--- src/rtl/osc_pkg.sv ---
// osc_pkg: state encoding and default parameters shared by osc_gen and osc_channel.
// Build option: OSC_PHASE_EN adds the WAIT state used for a per-channel phase offset.
package osc_pkg;

`ifdef OSC_PHASE_EN
    typedef enum logic [1:0] {
        IDLE = 2'd0,
        LOW  = 2'd1,
        HIGH = 2'd2,
        WAIT = 2'd3
    } osc_state_t;
`else
    typedef enum logic [1:0] {
        IDLE = 2'd0,
        LOW  = 2'd1,
        HIGH = 2'd2
    } osc_state_t;
`endif

    localparam int OSC_NUM_CH   = 4;
    localparam int OSC_CNT_W    = 8;
    localparam int OSC_DEF_HIGH = 10;
    localparam int OSC_DEF_LOW  = 30;

endpackage

--- src/rtl/osc_channel.sv ---
// osc_channel: one oscillator channel - FSM, phase counter and pending/active
// duration registers. Build option: OSC_PHASE_EN adds the phase input and WAIT state.
//
// state | meaning
// IDLE  | stopped, output low; active durations track pending every cycle
// WAIT  | phase offset after enable, output low (OSC_PHASE_EN only)
// LOW   | counting the low duration, output low
// HIGH  | counting the high duration, output high; last cycle is the period boundary
module osc_channel
    import osc_pkg::*;
#(
    parameter int CNT_W    = OSC_CNT_W,
    parameter int DEF_HIGH = OSC_DEF_HIGH,
    parameter int DEF_LOW  = OSC_DEF_LOW
) (
    input  logic             clk,
    input  logic             rst_n,
    input  logic             en,
    input  logic             cfg_load,
    input  logic [CNT_W-1:0] cfg_high,
    input  logic [CNT_W-1:0] cfg_low,
`ifdef OSC_PHASE_EN
    input  logic [CNT_W-1:0] phase,
`endif
    output logic             osc_out,
    output logic             period_tick
);

    localparam logic [CNT_W-1:0] ONE   = CNT_W'(1);
    localparam logic [CNT_W-1:0] DEF_H = CNT_W'(DEF_HIGH);
    localparam logic [CNT_W-1:0] DEF_L = CNT_W'(DEF_LOW);

    osc_state_t       state_q, state_d;
    logic [CNT_W-1:0] cnt_q, cnt_d;
    logic [CNT_W-1:0] act_h_q, act_h_d;
    logic [CNT_W-1:0] act_l_q, act_l_d;
    logic [CNT_W-1:0] pend_h_q, pend_h_d;
    logic [CNT_W-1:0] pend_l_q, pend_l_d;
    logic             tick_q, tick_d;

    // A period starts in LOW unless it has no low phase but does have a high phase;
    // both zero parks the channel in LOW.
    function automatic osc_state_t entry_state(input logic [CNT_W-1:0] h,
                                               input logic [CNT_W-1:0] l);
        return (l == '0 && h != '0) ? HIGH : LOW;
    endfunction

    // Next-state, counter and duration-register update; pending_d doubles as the
    // boundary bypass value when cfg_load lands on the boundary cycle.
    always_comb begin
        pend_h_d = cfg_load ? cfg_high : pend_h_q;
        pend_l_d = cfg_load ? cfg_low  : pend_l_q;
        state_d  = state_q;
        cnt_d    = cnt_q;
        act_h_d  = act_h_q;
        act_l_d  = act_l_q;

        case (state_q)
            IDLE: begin
                act_h_d = pend_h_d;
                act_l_d = pend_l_d;
                cnt_d   = '0;
                if (en) begin
                    state_d = entry_state(pend_h_d, pend_l_d);
                end
`ifdef OSC_PHASE_EN
                if (en && phase != '0) begin
                    state_d = WAIT;
                end
`endif
            end
`ifdef OSC_PHASE_EN
            WAIT: begin
                if (phase == '0 || cnt_q >= phase - ONE) begin
                    cnt_d   = '0;
                    state_d = entry_state(act_h_q, act_l_q);
                end else begin
                    cnt_d = cnt_q + ONE;
                end
            end
`endif
            LOW: begin
                if (act_l_q == '0 || cnt_q == act_l_q - ONE) begin
                    cnt_d = '0;
                    if (act_h_q != '0) begin
                        state_d = HIGH;
                    end else begin
                        // No high phase: the end of the low count is the only
                        // place new durations can take effect.
                        act_h_d = pend_h_d;
                        act_l_d = pend_l_d;
                        state_d = entry_state(pend_h_d, pend_l_d);
                    end
                end else begin
                    cnt_d = cnt_q + ONE;
                end
            end
            HIGH: begin
                if (cnt_q == act_h_q - ONE) begin
                    cnt_d   = '0;
                    act_h_d = pend_h_d;
                    act_l_d = pend_l_d;
                    state_d = entry_state(pend_h_d, pend_l_d);
                end else begin
                    cnt_d = cnt_q + ONE;
                end
            end
            default: begin
                state_d = IDLE;
                cnt_d   = '0;
            end
        endcase

        if (!en) begin
            state_d = IDLE;
            cnt_d   = '0;
        end

        // Registered tick: flag the cycle that will be the last HIGH cycle.
        tick_d = (state_d == HIGH) && (cnt_d == act_h_d - ONE);
    end

    // State, counter, duration and tick registers.
    always_ff @(posedge clk or negedge rst_n) begin
        if (!rst_n) begin
            state_q  <= IDLE;
            cnt_q    <= '0;
            act_h_q  <= DEF_H;
            act_l_q  <= DEF_L;
            pend_h_q <= DEF_H;
            pend_l_q <= DEF_L;
            tick_q   <= 1'b0;
        end else begin
            state_q  <= state_d;
            cnt_q    <= cnt_d;
            act_h_q  <= act_h_d;
            act_l_q  <= act_l_d;
            pend_h_q <= pend_h_d;
            pend_l_q <= pend_l_d;
            tick_q   <= tick_d;
        end
    end

    assign osc_out     = (state_q == HIGH);
    assign period_tick = tick_q;

endmodule

--- src/rtl/osc_gen.sv ---
// osc_gen: NUM_CH independent clock-counted square-wave oscillators.
// Build option: OSC_PHASE_EN adds the packed per-channel phase input.
module osc_gen
    import osc_pkg::*;
#(
    parameter int NUM_CH   = OSC_NUM_CH,
    parameter int CNT_W    = OSC_CNT_W,
    parameter int DEF_HIGH = OSC_DEF_HIGH,
    parameter int DEF_LOW  = OSC_DEF_LOW
) (
    input  logic                    clk,
    input  logic                    rst_n,
    input  logic [NUM_CH-1:0]       en,
    input  logic [NUM_CH-1:0]       cfg_load,
    input  logic [NUM_CH*CNT_W-1:0] cfg_high,
    input  logic [NUM_CH*CNT_W-1:0] cfg_low,
`ifdef OSC_PHASE_EN
    input  logic [NUM_CH*CNT_W-1:0] phase,
`endif
    output logic [NUM_CH-1:0]       osc_out,
    output logic [NUM_CH-1:0]       period_tick
);

    for (genvar i = 0; i < NUM_CH; i++) begin : g_ch
        osc_channel #(
            .CNT_W    (CNT_W),
            .DEF_HIGH (DEF_HIGH),
            .DEF_LOW  (DEF_LOW)
        ) u_ch (
            .clk         (clk),
            .rst_n       (rst_n),
            .en          (en[i]),
            .cfg_load    (cfg_load[i]),
            .cfg_high    (cfg_high[i*CNT_W +: CNT_W]),
            .cfg_low     (cfg_low[i*CNT_W +: CNT_W]),
`ifdef OSC_PHASE_EN
            .phase       (phase[i*CNT_W +: CNT_W]),
`endif
            .osc_out     (osc_out[i]),
            .period_tick (period_tick[i])
        );
    end

endmodule

--- config.mk ---
export PLATFORM = sky130hd
export DESIGN_NAME = osc_gen
export DESIGN_NICKNAME = d
export VERILOG_FILES = /design/src/rtl/osc_pkg.sv /design/src/rtl/osc_channel.sv /design/src/rtl/osc_gen.sv
export SDC_FILE = /design/constraint.sdc
export NUM_CORES = 1
export LEC_CHECK = 0
export CAP_MARGIN = 25
export CORE_MARGIN = 5
export CORE_UTILIZATION = 59
export CTS_CLUSTER_DIAMETER = 200
export CTS_CLUSTER_SIZE = 14
export DETAILED_ROUTE_END_ITERATION = 10
export HOLD_SLACK_MARGIN = 0.03
export PLACE_DENSITY_LB_ADDON = 0.1
export SLEW_MARGIN = 20
export SYNTH_ARGS = -nofsm -noshare
export SYNTH_HDL_FRONTEND = slang
export SYNTH_SLANG_ARGS = --single-unit
--- constraint.sdc ---
create_clock -name clk -period 7.92 [get_ports clk]
set_input_delay 1.584 -clock clk [delete_from_list [all_inputs] [get_ports clk]]
set_output_delay 1.584 -clock clk [all_outputs]
set_load 0.005 [all_outputs]
== Yosys cells after proc, flatten, opt, wreduce, memory -nomap -nowiden ==
Cells that the tools add are included.

* Register bits after elaboration: 172
* Output and inout port bits: 8
* Word-level logic and storage cells: 200
* Input bits: 74

* Multiplexer cells: 80
* Equality and inequality tests: 36
* Add/subtract/negate cells: 16
* Reduce and logical (&&, ||, !) cells: 40

{| class="wikitable"
|+ Operators with widths
! operator !! count
|-
| two-way mux 8 bit || 44
|-
| case mux 8 bit (3 select lines) || 8
|-
| == test 8 bit || 12
|-
| subtractor 8 x 1 -> 8 bit (second input constant) || 12
|-
| zero test 8 bit || 8
|-
| case mux 8 bit (2 select lines) || 4
|-
| nonzero test 8 bit || 8
|-
| two-way mux 2 bit || 20
|-
| adder 8 x 1 -> 8 bit (second input constant) || 4
|-
| case mux 2 bit (3 select lines) || 4
|-
| == test 2 bit (second input constant) || 8
|-
| inequality test 2 bit (second input constant) || 8
|-
| AND reduction 4 bit || 4
|-
| nonzero test 3 bit || 4
|-
| == test 2 x 1 -> 1 bit (second input constant) || 4
|-
| logical AND 1 bit || 8
|-
| zero test 2 bit || 4
|-
| inequality test 2 x 1 -> 1 bit (second input constant) || 4
|-
| logical OR 1 bit || 4
|}

== Longest topological paths before layout ==
Gate-level depths: netlist of run 1.

* Depth after elaboration: 10
* Gate-level depth with buffers: 19
* Gate-level depth less buffers: 17

== Hierarchy ==
Synthesis of run 1 repeated with hierarchy kept, for this count alone.

* Cells, all modules: 1213
* Area total of the unflattened synthesis: 11588.6 um^2

{| class="wikitable"
|+ Modules (own cells, without submodules)
! module !! times used !! cells each !! seq. area each (um^2) !! area an instance (um^2)
|-
| osc_channel (g_ch[3].u_ch) || 1 || 310 || 1091.0 || 2980.4
|-
| osc_channel (g_ch[1].u_ch) || 1 || 309 || 1091.0 || 2960.3
|-
| osc_channel (g_ch[0].u_ch) || 1 || 326 || 1091.0 || 2951.6
|-
| osc_channel (g_ch[2].u_ch) || 1 || 268 || 1091.0 || 2696.3
|}

== Least setup slack after synthesis of run 1 ==
Ideal clock, no wire load.

* Kind: input to register
* From: in cfg_load[3]
* To: reg g_ch[3].u_ch.tick_q
* Path slack: 3268 ps
* Arrival time: 4553 ps
* Stages: 12
* Path buffers: 1
* Setup time: 99 ps
* Required time: 7821 ps
* Path through: clkbuf_1 > mux2_2 > or4_1 > or4_1 > a21oi_1 > mux2_2 > nand2_1 > a311oi_1 > nand3_1 > a311oi_1 > nand4_1 > a311oi_1

* Word-level cells in the longest chain between the ends: 10
* Elaborated cells between the ends (all ways): 19
* Those cells by class: add/sub (1); eq/ne (2); mux (12); reduce/logical (4)

{| class="wikitable"
|+ Ends and longest elaborated chain
! what !! line !! RTL
|-
| start: declaration || osc_gen.sv:14 || <nowiki>input logic [NUM_CH-1:0] cfg_load,</nowiki>
|-
| two-way mux 8 bit (on tied branches) || osc_channel.sv:52, osc_channel.sv:51 ||
|-
| zero test 8 bit / nonzero test 8 bit (equally long branches) || osc_channel.sv:45 || <nowiki>return (l == '0 && h != '0) ? HIGH : LOW;</nowiki>
|-
| logical AND 1 bit (*) || osc_channel.sv:45 ||
|-
| two-way mux 2 bit (*) || osc_channel.sv:45 ||
|-
| two-way mux 2 bit || osc_channel.sv:85 || <nowiki>if (act_h_q != '0) begin</nowiki>
|-
| two-way mux 2 bit || osc_channel.sv:83 || <nowiki>if (act_l_q == '0 || cnt_q == act_l_q - ONE) begin</nowiki>
|-
| case mux 2 bit (3 select lines) (*) || osc_channel.sv:58 || <nowiki>case (state_q)</nowiki>
|-
| two-way mux 2 bit (*) || osc_channel.sv:114 || <nowiki>if (!en) begin</nowiki>
|-
| via g_ch[3].u_ch.state_d[1] || osc_channel.sv:33 || <nowiki>osc_state_t state_q, state_d;</nowiki>
|-
| == test 2 bit (*) || osc_channel.sv:120 || <nowiki>tick_d = (state_d == HIGH) && (cnt_d == act_h_d - ONE);</nowiki>
|-
| logical AND 1 bit (*) || osc_channel.sv:120 ||
|-
| via g_ch[3].u_ch.tick_d || osc_channel.sv:39 || <nowiki>logic tick_q, tick_d;</nowiki>
|-
| end signal: assignment || osc_channel.sv:140 || <nowiki>tick_q <= tick_d;</nowiki>
|-
| end: declaration || osc_channel.sv:39 ||
|}

The timed path passes the listed nets; every way through them passes the cells marked *.
A chain may end at the register's enable or synchronous reset.

== Worst setup path after layout of run 1 ==
Ends and elaborated chain as after synthesis.

==> impl_metrics.toml, run 1 <==
[clock_tree]
post-cts-setup-buffers = 0
ctsHtreeMaxLevel = 4
cts_sinks = 172
cts-resized-gates = 0
cts_hold_buffers = 0
numCtsBuffers = 17
clkLatencyLatePin_ns = 0.43
cts_root_buffer = "clkbuf_16"
clk_pin_slew_worst_paths_ns = 0.07
cts_tree = "yes"
cts_buffer_depth = 2

[power]
switchingPower_uw = 814.0
cell_internal_pwr_uw = 1733
leakage_uw = 0.005146
power-per-cell-area_nw_per_um2 = 202.1
seqPwrFrac = 0.434
max-vdd-ir-drop_mv = 0.1460
pwr-share-comb = 0.248
p_sw_frac = 0.3197
p_clk_frac = 0.319

[routing]
vias = 8755
drtIter0Drc = 606
avgRoutedWirePerCell_um = 17.75
routed_via_density = 6.063
wl_um = 25640
dr.pass1.iters = 5
drc = 0
antenna_left = 0

[critical_path]
r2r_slack_ns = 3.31
cp_max_fo = 20
cp.arrival_ns = 5.83
max_stage_delay_ns = 1.00
crit_type = "in -> reg"
path_cells = "clkdlybuf4s50_1 -> mux2_2 -> or4_1 -> or4_1 -> a21oi_1 -> mux2_2 -> nand2_1 -> a311oi_1 -> nand3_1 -> a311oi_1 -> nand4_1 -> a311oi_1"
worstPathRequired_ns = 8.24
crit_top_cell = "a311oi_1"
r2r_start = "g_ch[3].u_ch.act_l_q[0]"
critical_path_depth = 12
critical-path-slowest-cell = "clkdlybuf4s50_1"
startpoint = "cfg_load[3]"
cp_num_buf_inv = 1
start_kind = "input port"
end_kind = "register"
cp_top_family = "simple AND/OR/NAND/NOR gates"
reg2reg_to = "g_ch[3].u_ch.period_tick"
reg2regPathDepth = 14

[cells_and_area]
final-seq-area_um2 = 4364
antenna_cells = 0
utilization = 0.6760
nets = 1307
fill_cells = 1478
multi_input_area_um2 = 6245
syn2layout_area_growth_pct = 13.54
layout-drive-gt1-share = 0.1587

[grt]
grt_start_max_net_pins = 109
grt_use_total = 0.2425
grt_pass1_wl_um = 43280
grt_pass1_vias = 8686
grt_antenna_before_repair = 1
gr-total-overflow = 0

[sta]
finalSetupViolCount = 0
relSlewSlack = 0.3652
finalMaxSlewViolations = 0
skew_ns = 0.009837
hold_viol_final = 0
post-route-min-period_ns = 5.513
worstMarginPinSlew_ns = 0.9492
hold_ws_ns = 0.4978
fin_crit_sh = 0.6960
rsz0062_at_grt = "false"
clock.fmax_ghz = 0.1814
tns_ns = 0

[min_path]
hold_depth = 2
min-delay-start = "g_ch[0].u_ch.act_l_q[1]"
hp-class = "reg -> reg"
min_to = "g_ch[0].u_ch.act_l_q[1]"

[logic_synthesis]
synthesis.nets = 1249
synth_compound_area_frac = 0.1438
synth_area_per_cell_um2 = 9.745
ys_types = 84
syn_inst = 1139
synth-edff-count = 0
synth-xor-area-share = 0.1018
synth_fa_ha_area_frac = 0.04148
synth_mux_area_frac = 0.08736
syn_area_um2 = 11100
synth_top_family_by_area = "simple AND/OR/NAND/NOR gates"
ys_warn_count = 0
synth-seq-cells = 172
synth_seq_area_share = 0.3932
async_flop_share = 1.000
yosys.area_share.simple = 0.1881
synth_flop_cell = "dfrtp_1"

[run_status]
status = "finished, final reports clean"

[die]
die_area_um2 = 21660
core-area_um2 = 18640
die_h_um = 147.2
die_w_um = 147.2
start_util = 0.5954
rows = 50
ios = 82

[place]
numPortBuffers = 81
gp_congestion = 0.8633
dp_hpwl_um = 19160

[job]
maxCapViolations = 0
[cells in the mapped netlist, types with 31 or more instances]
library cell  count  area [µm²]
dfrtp_1         124        3103
mux2_2           79       889.6
nor2_1           87       326.6
nor3_1           35       175.2
o21ai_0          31       155.2
inv_1            73       274.0
xnor2_1          70       613.1
nand3_1          34       170.2
dfstp_2          48        1261
ha_1             36       450.4
nand2_1          49       183.9
a21oi_1          37       185.2
xor2_1           59       516.8
[layer usage]
| layer | GRT usage | wire [µm] |
|---|---|---|
| met1 | 0.3276 | 11560 |
| met2 | 0.4046 | 12570 |
| met3 | 0.04565 | 1093 |
| met4 | 0.06291 | 402 |
| met5 | 0 | 13 |
[power groups by stage]
stage               Clock [µW]  Combinational (µW)  Sequential [µW]
floorplan                    0                 484             1070
global placement             0                 612             1110
detailed placement           0                 623             1120
CTS                        831                 629             1100
global route               872                 704             1120
finish                     812                 630             1100
[worst max-delay path by stage]
stage	end
after CTS	g_ch[3].u_ch.period_tick
after global routing	g_ch[3].u_ch.period_tick
after global placement	g_ch[3].u_ch.period_tick
final	g_ch[3].u_ch.period_tick
after floorplan	g_ch[3].u_ch.period_tick
after detailed placement	g_ch[3].u_ch.period_tick
[area by class of cell]
type                            count  area share
Clock buffer                       19     0.03435
Sequential cell                   172      0.3463
Multi-Input combinational cell    848      0.4955
Timing Repair Buffer               85     0.06841
Inverter                           73     0.02174
Tap cell                          234     0.02323
Clock inverter                     13     0.01042
[state kept, by name, indices dropped and copies added (netlist names)]
register,flops
g_ch.u_ch.state_q,8
g_ch.u_ch.cnt_q,32
g_ch.u_ch.pend_l_q,32
g_ch.u_ch.act_l_q,32
g_ch.u_ch.pend_h_q,32
g_ch.u_ch.act_h_q,32
g_ch.u_ch.period_tick,4
[worst register-to-register path, stage by stage, from the launching register on]
cell	delay, ns
dfrtp_1	0.43
inv_1	0.10
ha_1	0.26
or3b_2	0.48
a221o_1	0.40
a2111oi_4	0.50
o31ai_1	0.21
nand2b_1	0.52
a22oi_1	0.41
ha_1	0.29
xor2_1	0.16
nand3_1	0.09
a311oi_1	0.24
nand4_1	0.14
a311oi_1	0.29
[cell usage in the layout (no fill, tap or decap), drive strengths merged, types with 19 or more instances in the layout]
master	count
nor2	87
dfrtp	124
xor2	59
nand3	34
clkdlybuf4s50	80
xnor2	70
a21oi	37
o21ai	32
inv	80
ha	36
nand2	49
dfstp	48
nor3	35
clkbuf	19
mux2	79
nor4	24
[through the flow]
step | worst slack, ns | instances | total power [µW] | area [µm²]
final | 2.407 | 1444 | 2547 | 12600
after global routing | 2.112 | 1444 | 2698 | 12600
after CTS | 2.436 | 1443 | 2563 | 12570
after detailed placement | 2.021 | 1411 | 1739 | 12010
after global placement | 2.087 | 1411 | 1726 | 12010
after floorplan | 3.268 | 1139 | 1559 | 11100
[kinds of logic (layout without fill, tap and decap cells)]
group	Yosys count	after routing
AO/OA/AOI/OAI	215	215
XOR/XNOR	129	129
adder cells (fa/ha/maj)	37	37
buffers and inverters	119	190
flip-flops	172	172
multiplexers	87	87
AND/OR/NAND/NOR	380	380
Note: power is estimated with default switching activity, not from simulation.
==> run 2: changes to the inputs <==
clock period = 5.6 ns   (was 7.92 ns; I/O delays follow)
==> run 2 against run 1 <==
Final cell count is 0.14% higher. Clock power is 42% higher. Clock skew is 0.0023 ns higher. Register-to-register slack worse by 2.3 ns. Via count is 0.75% lower. Count of clock-buffer cells in the layout stayed put. Sequential share of layout area hardly changed. Hold slack worse by 0.0046 ns. Design area hardly changed. Non-clock buffer count is 2 higher. Critical path type is now reg -> reg. Critical endpoint is now g_ch[0].u_ch.period_tick.
==> impl_metrics.toml, run 2 (same netlist as run 1, synthesis figures left out) <==
[sta]
finalSetupViolCount = 0
clock.fmax_ghz = 0.2187
worstMarginPinSlew_ns = 0.7572
hold_viol_final = 0
relSlewSlack = 0.4936
rsz0062_at_grt = "false"
tns_ns = 0
setup_slack_ns = 1.028
skew_ns = 0.01218
finalMaxSlewViolations = 0
fin_crit_sh = 0.8164
post-route-min-period_ns = 4.572

[die]
start_util = 0.5954
ios = 82
rows = 50
die_h_um = 147.2
die_area_um2 = 21660
core-area_um2 = 18640
die_w_um = 147.2

[place]
dp_hpwl_um = 19420
gp_congestion = 0.9187
dp_worst_setup_slack_ns = 0.6859
numPortBuffers = 81

[run_status]
status = "finished, final reports clean"

[clock_tree]
cts_tree = "yes"
ctsHtreeMaxLevel = 4
clk_pin_slew_worst_paths_ns = 0.07
clkLatencyLatePin_ns = 0.44
cts-resized-gates = 0
cts_hold_buffers = 0
cts_buffer_depth = 2
cts_sinks = 172
post-cts-setup-buffers = 0
cts_root_buffer = "clkbuf_16"
numCtsBuffers = 17

[power]
leakage_uw = 0.005151
max-vdd-ir-drop_mv = 0.2171
power-per-cell-area_nw_per_um2 = 285.9

[grt]
grt_use_total = 0.2408
grt_pass1_vias = 8566
grt_antenna_before_repair = 0
grt_start_max_net_pins = 102
gr-total-overflow = 0
grt_pass1_wl_um = 42640

[critical_path]
crit_type = "reg -> reg"
worstPathRequired_ns = 5.93
cp_max_fo = 18
start_kind = "register"
cp.arrival_ns = 4.90
end_kind = "register"

[cells_and_area]
final_common_cell = "dfrtp_1"
antenna_cells = 0
layout-drive-gt1-share = 0.1601
final_cell_mix = "dfrtp_1 (124), nor2_1 (87), clkdlybuf4s50_1 (80)"
fill_cells = 1510
syn2layout_area_growth_pct = 13.62
nets = 1309

[min_path]
hp-class = "reg -> reg"

[routing]
routed_via_density = 6.009
drtIter0Drc = 532
avgRoutedWirePerCell_um = 17.77
dr.pass1.iters = 4
drc = 0
wl_um = 25700
antenna_left = 0
vias = 8689

[job]
maxCapViolations = 0
-- run 2: cell count changes in the layout (fill, tap and decap cells not counted), sizes merged --
| cell | change |
|---|---|
| buf | +2 |
-- run 2: power breakdown --
part / internal (µW) / leakage, µW / total [µW] / switching [µW]
registers: 1410 / 0.00206 / 1560 / 148
logic: 413 / 0.00282 / 896 / 483
clock network: 625 / 0.000276 / 1150 / 524
-- run 2: through the flow --
step / cell area (µm²) / util / total power (µW) / std cells / hold WS [ns]
floorplan: 11100 / - / 2205 / 1139 / 0.4663
global placement: 12050 / 0.6461 / 2446 / 1414 / 0.4894
detailed placement: 12050 / 0.6461 / 2466 / 1414 / 0.4890
CTS: 12610 / 0.6764 / 3624 / 1446 / 0.4987
global route: 12610 / 0.6764 / 3805 / 1446 / 0.5207
finish: 12610 / 0.6764 / 3605 / 1446 / 0.4932
-- run 2: metal layers --
metal / share of wire / vias up / global-route usage
met4: 0.011 / 0 / 0.05359
met1: 0.46 / 4252 / 0.3232
met3: 0.036 / 23 / 0.04257
met5: 0 / - / 0
li1: - / 4264 / -
met2: 0.49 / 150 / 0.4108
-- run 2: final cells by class --
type,count,area [µm²],area share
multi-input cells,848,6245,0.4952
repair buffers,87,869.6,0.06896
clock inverters,13,132.6,0.01052
inverters,73,274.0,0.02173
clock buffers,19,432.9,0.03433
flip-flops and latches,172,4364,0.3461
well taps,234,292.8,0.02322
-- run 2: worst paths after layout --
path	from	end	slack [ns]	cells past startpoint
worst min-delay path	g_ch[0].u_ch.act_l_q[1]	g_ch[0].u_ch.act_l_q[1]	0.49	2
worst min register to register	g_ch[0].u_ch.act_l_q[1]	g_ch[0].u_ch.act_l_q[1]	0.49	2
worst max-delay path	g_ch[0].u_ch.act_h_q[1]	g_ch[0].u_ch.period_tick	1.03	14
min in group asynchronous	rst_n	g_ch[0].u_ch.act_h_q[2]	0.68	1
worst max register to register	g_ch[0].u_ch.act_h_q[1]	g_ch[0].u_ch.period_tick	1.03	14
max in group asynchronous	rst_n	g_ch[3].u_ch.act_h_q[3]	3.98	2
-- run 2: worst max-delay path, cell delays in order (launching register included) --
cell,delay (ns)
dfstp_2,0.56
inv_1,0.06
ha_1,0.24
or3_1,0.39
a311oi_1,0.43
nand2_1,0.14
or2_2,0.35
a221o_1,0.65
nand2_1,0.16
a21boi_0,0.26
ha_1,0.29
xnor2_1,0.17
nor4_1,0.36
nand4_1,0.15
a221oi_1,0.25
==> run 3: changes to the inputs <==
CORE_UTILIZATION = 54   (was 59)
clock period = 4.2 ns   (was 5.6 ns; I/O delays follow)
==> run 3 against run 2 <==
First-iteration DRC count rose by 13%. Sequential power rose by 33%. Via count rose by 2.9%.
==> impl_metrics.toml, run 3 (same netlist as run 1, synthesis figures left out) <==
[run_status]
status = "finished, final reports clean"

[power]
max-vdd-ir-drop_mv = 0.2390
leakage_uw = 0.005434
power-per-cell-area_nw_per_um2 = 381.3

[clock_tree]
clkLatencyLatePin_ns = 0.43
cts_hold_buffers = 0
cts_sinks = 172
numCtsBuffers = 17
cts_buffer_depth = 2
cts_root_buffer = "clkbuf_16"
ctsHtreeMaxLevel = 4
cts_tree = "yes"
clk_pin_slew_worst_paths_ns = 0.08

[critical_path]
max_stage_delay_ns = 0.56
cp.arrival_ns = 4.32
critical_path_depth = 13
crit_type = "reg -> reg"
reg2regPathDepth = 13
end_kind = "register"
r2r_slack_ns = 0.18
critical-path-slowest-cell = "or4_1"
start_kind = "register"
worstPathRequired_ns = 4.50
cp_max_fo = 7
cp_top_family = "compound AO/OA/AOI/OAI gates"
cp_num_buf_inv = 2
path_cells = "or4_1 -> or3_4 -> a2111oi_4 -> a41oi_2 -> or2_1 -> a21o_1 -> a22o_1 -> inv_1 -> ha_1 -> inv_1 -> nor4bb_2 -> a31oi_1 -> a2111oi_4"

[sta]
finalSetupViolCount = 0
worstMarginPinSlew_ns = 0.8730
clock.fmax_ghz = 0.2485
relSlewSlack = 0.4180
skew_ns = 0.01355
finalMaxSlewViolations = 0
post-route-min-period_ns = 4.024
rsz0062_at_grt = "false"
hold_viol_final = 0
fin_crit_sh = 0.9580

[die]
ios = 82
die_h_um = 153.4
die_area_um2 = 23520
rows = 52
start_util = 0.5485
core-area_um2 = 20230
die_w_um = 153.4

[cells_and_area]
layout-drive-gt1-share = 0.2048
fin_cells = 1530
antenna_cells = 0
syn2layout_area_growth_pct = 18.78
final_common_cell = "dfrtp_1"
final_cell_mix = "dfrtp_1 (124), nor2_1 (86), mux2_2 (79), clkdlybuf4s50_1 (79), inv_1 (73)"
nets = 1357
utilization = 0.6516

[routing]
routed_via_density = 5.846
drtIter0Drc = 602
drc = 0
dr.pass1.iters = 5
avgRoutedWirePerCell_um = 17.42
vias = 8945
wl_um = 26650
antenna_left = 0

[grt]
grt_pass1_wl_um = 44900
grt_antenna_before_repair = 0
grt_pass1_vias = 8833
grt_use_total = 0.2291
gr-total-overflow = 0
grt_start_max_net_pins = 98

[place]
dp_hpwl_um = 20300
numPortBuffers = 81
gp_congestion = 0.9215
dp_cells = 1496

[min_path]
hp-class = "in -> async"

[job]
maxCapViolations = 0
==> run 3: cell types whose count changed in the layout (fill, tap and decap cells not counted), moves of 2 or more <==
cell / before / now
nor4_2: 0 / 2
buf_4: 5 / 51
a211oi_1: 10 / 8
a211oi_2: 1 / 3
nor4_1: 24 / 22
inv_6: 6 / 4
bufinv_16: 1 / 3
==> run 3: timing repair <==
item,4_1_cts,5_1_grt
setup endpoints to repair,0,4
gates resized for setup,0,20
setup buffers,0,2
==> run 3: metal layers <==
| layer | up-vias | track usage | wire length (µm) |
|---|---|---|---|
| li1 | 4356 | - | - |
| met1 | 4367 | 0.3171 | 12330 |
| met2 | 195 | 0.3800 | 12980 |
| met3 | 27 | 0.04382 | 1038 |
| met4 | 0 | 0.04458 | 303 |
| met5 | - | 0 | 0 |
==> run 3: final timing paths <==
path / from / to
min reg2reg: g_ch[2].u_ch.act_l_q[1] / g_ch[2].u_ch.act_l_q[1]
max: g_ch[2].u_ch.act_h_q[6] / g_ch[2].u_ch.period_tick
max in group asynchronous: rst_n / g_ch[3].u_ch.pend_h_q[3]
max reg2reg: g_ch[2].u_ch.act_h_q[6] / g_ch[2].u_ch.period_tick
min in group clk: g_ch[2].u_ch.act_l_q[1] / g_ch[2].u_ch.act_l_q[1]
min: rst_n / g_ch[0].u_ch.pend_h_q[2]
==> run 3: cell type report <==
type / count / area, µm²
clock buffer: 19 / 432.9
clock inverter: 13 / 181.4
fill: 1626 / 7051
inverter: 73 / 274.0
multi-input combinational: 848 / 6345
sequential: 172 / 4364
tap: 270 / 337.8
timing repair buffer: 135 / 1249
==> run 3: metrics by stage <==
stage	cell area [µm²]	power, µW	TNS (ns)	hold slack, ns	setup WS, ns
after global routing	13180	5315	0	0.5412	0.006825
after detailed placement	12450	3356	-0.3858	0.5026	-0.3858
after CTS	13060	5038	0	0.5096	0.03006
final	13180	5027	0	0.5093	0.1764
after floorplan	11100	2939	0	0.4663	0.2426
after global placement	12450	3332	-0.3516	0.4903	-0.3516
==> run 3: power breakdown <==
group	internal [µW]	leakage (µW)	switching [µW]	total [µW]
Combinational	613	0.00308	687	1300
Clock	956	0.000297	704	1660
Sequential	1880	0.00206	185	2070
Total	3450	0.00543	1580	5030
==> run 3: worst reg2reg max path, cell delays in order, from the launching register on <==
cell and delay (ns):
dfrtp_1 0.39, or4_1 0.56, or3_4 0.36, a2111oi_4 0.40, a41oi_2 0.21, or2_1 0.28
a21o_1 0.25, a22o_1 0.26, inv_1 0.07, ha_1 0.14, inv_1 0.07, nor4bb_2 0.39
a31oi_1 0.19, a2111oi_4 0.35
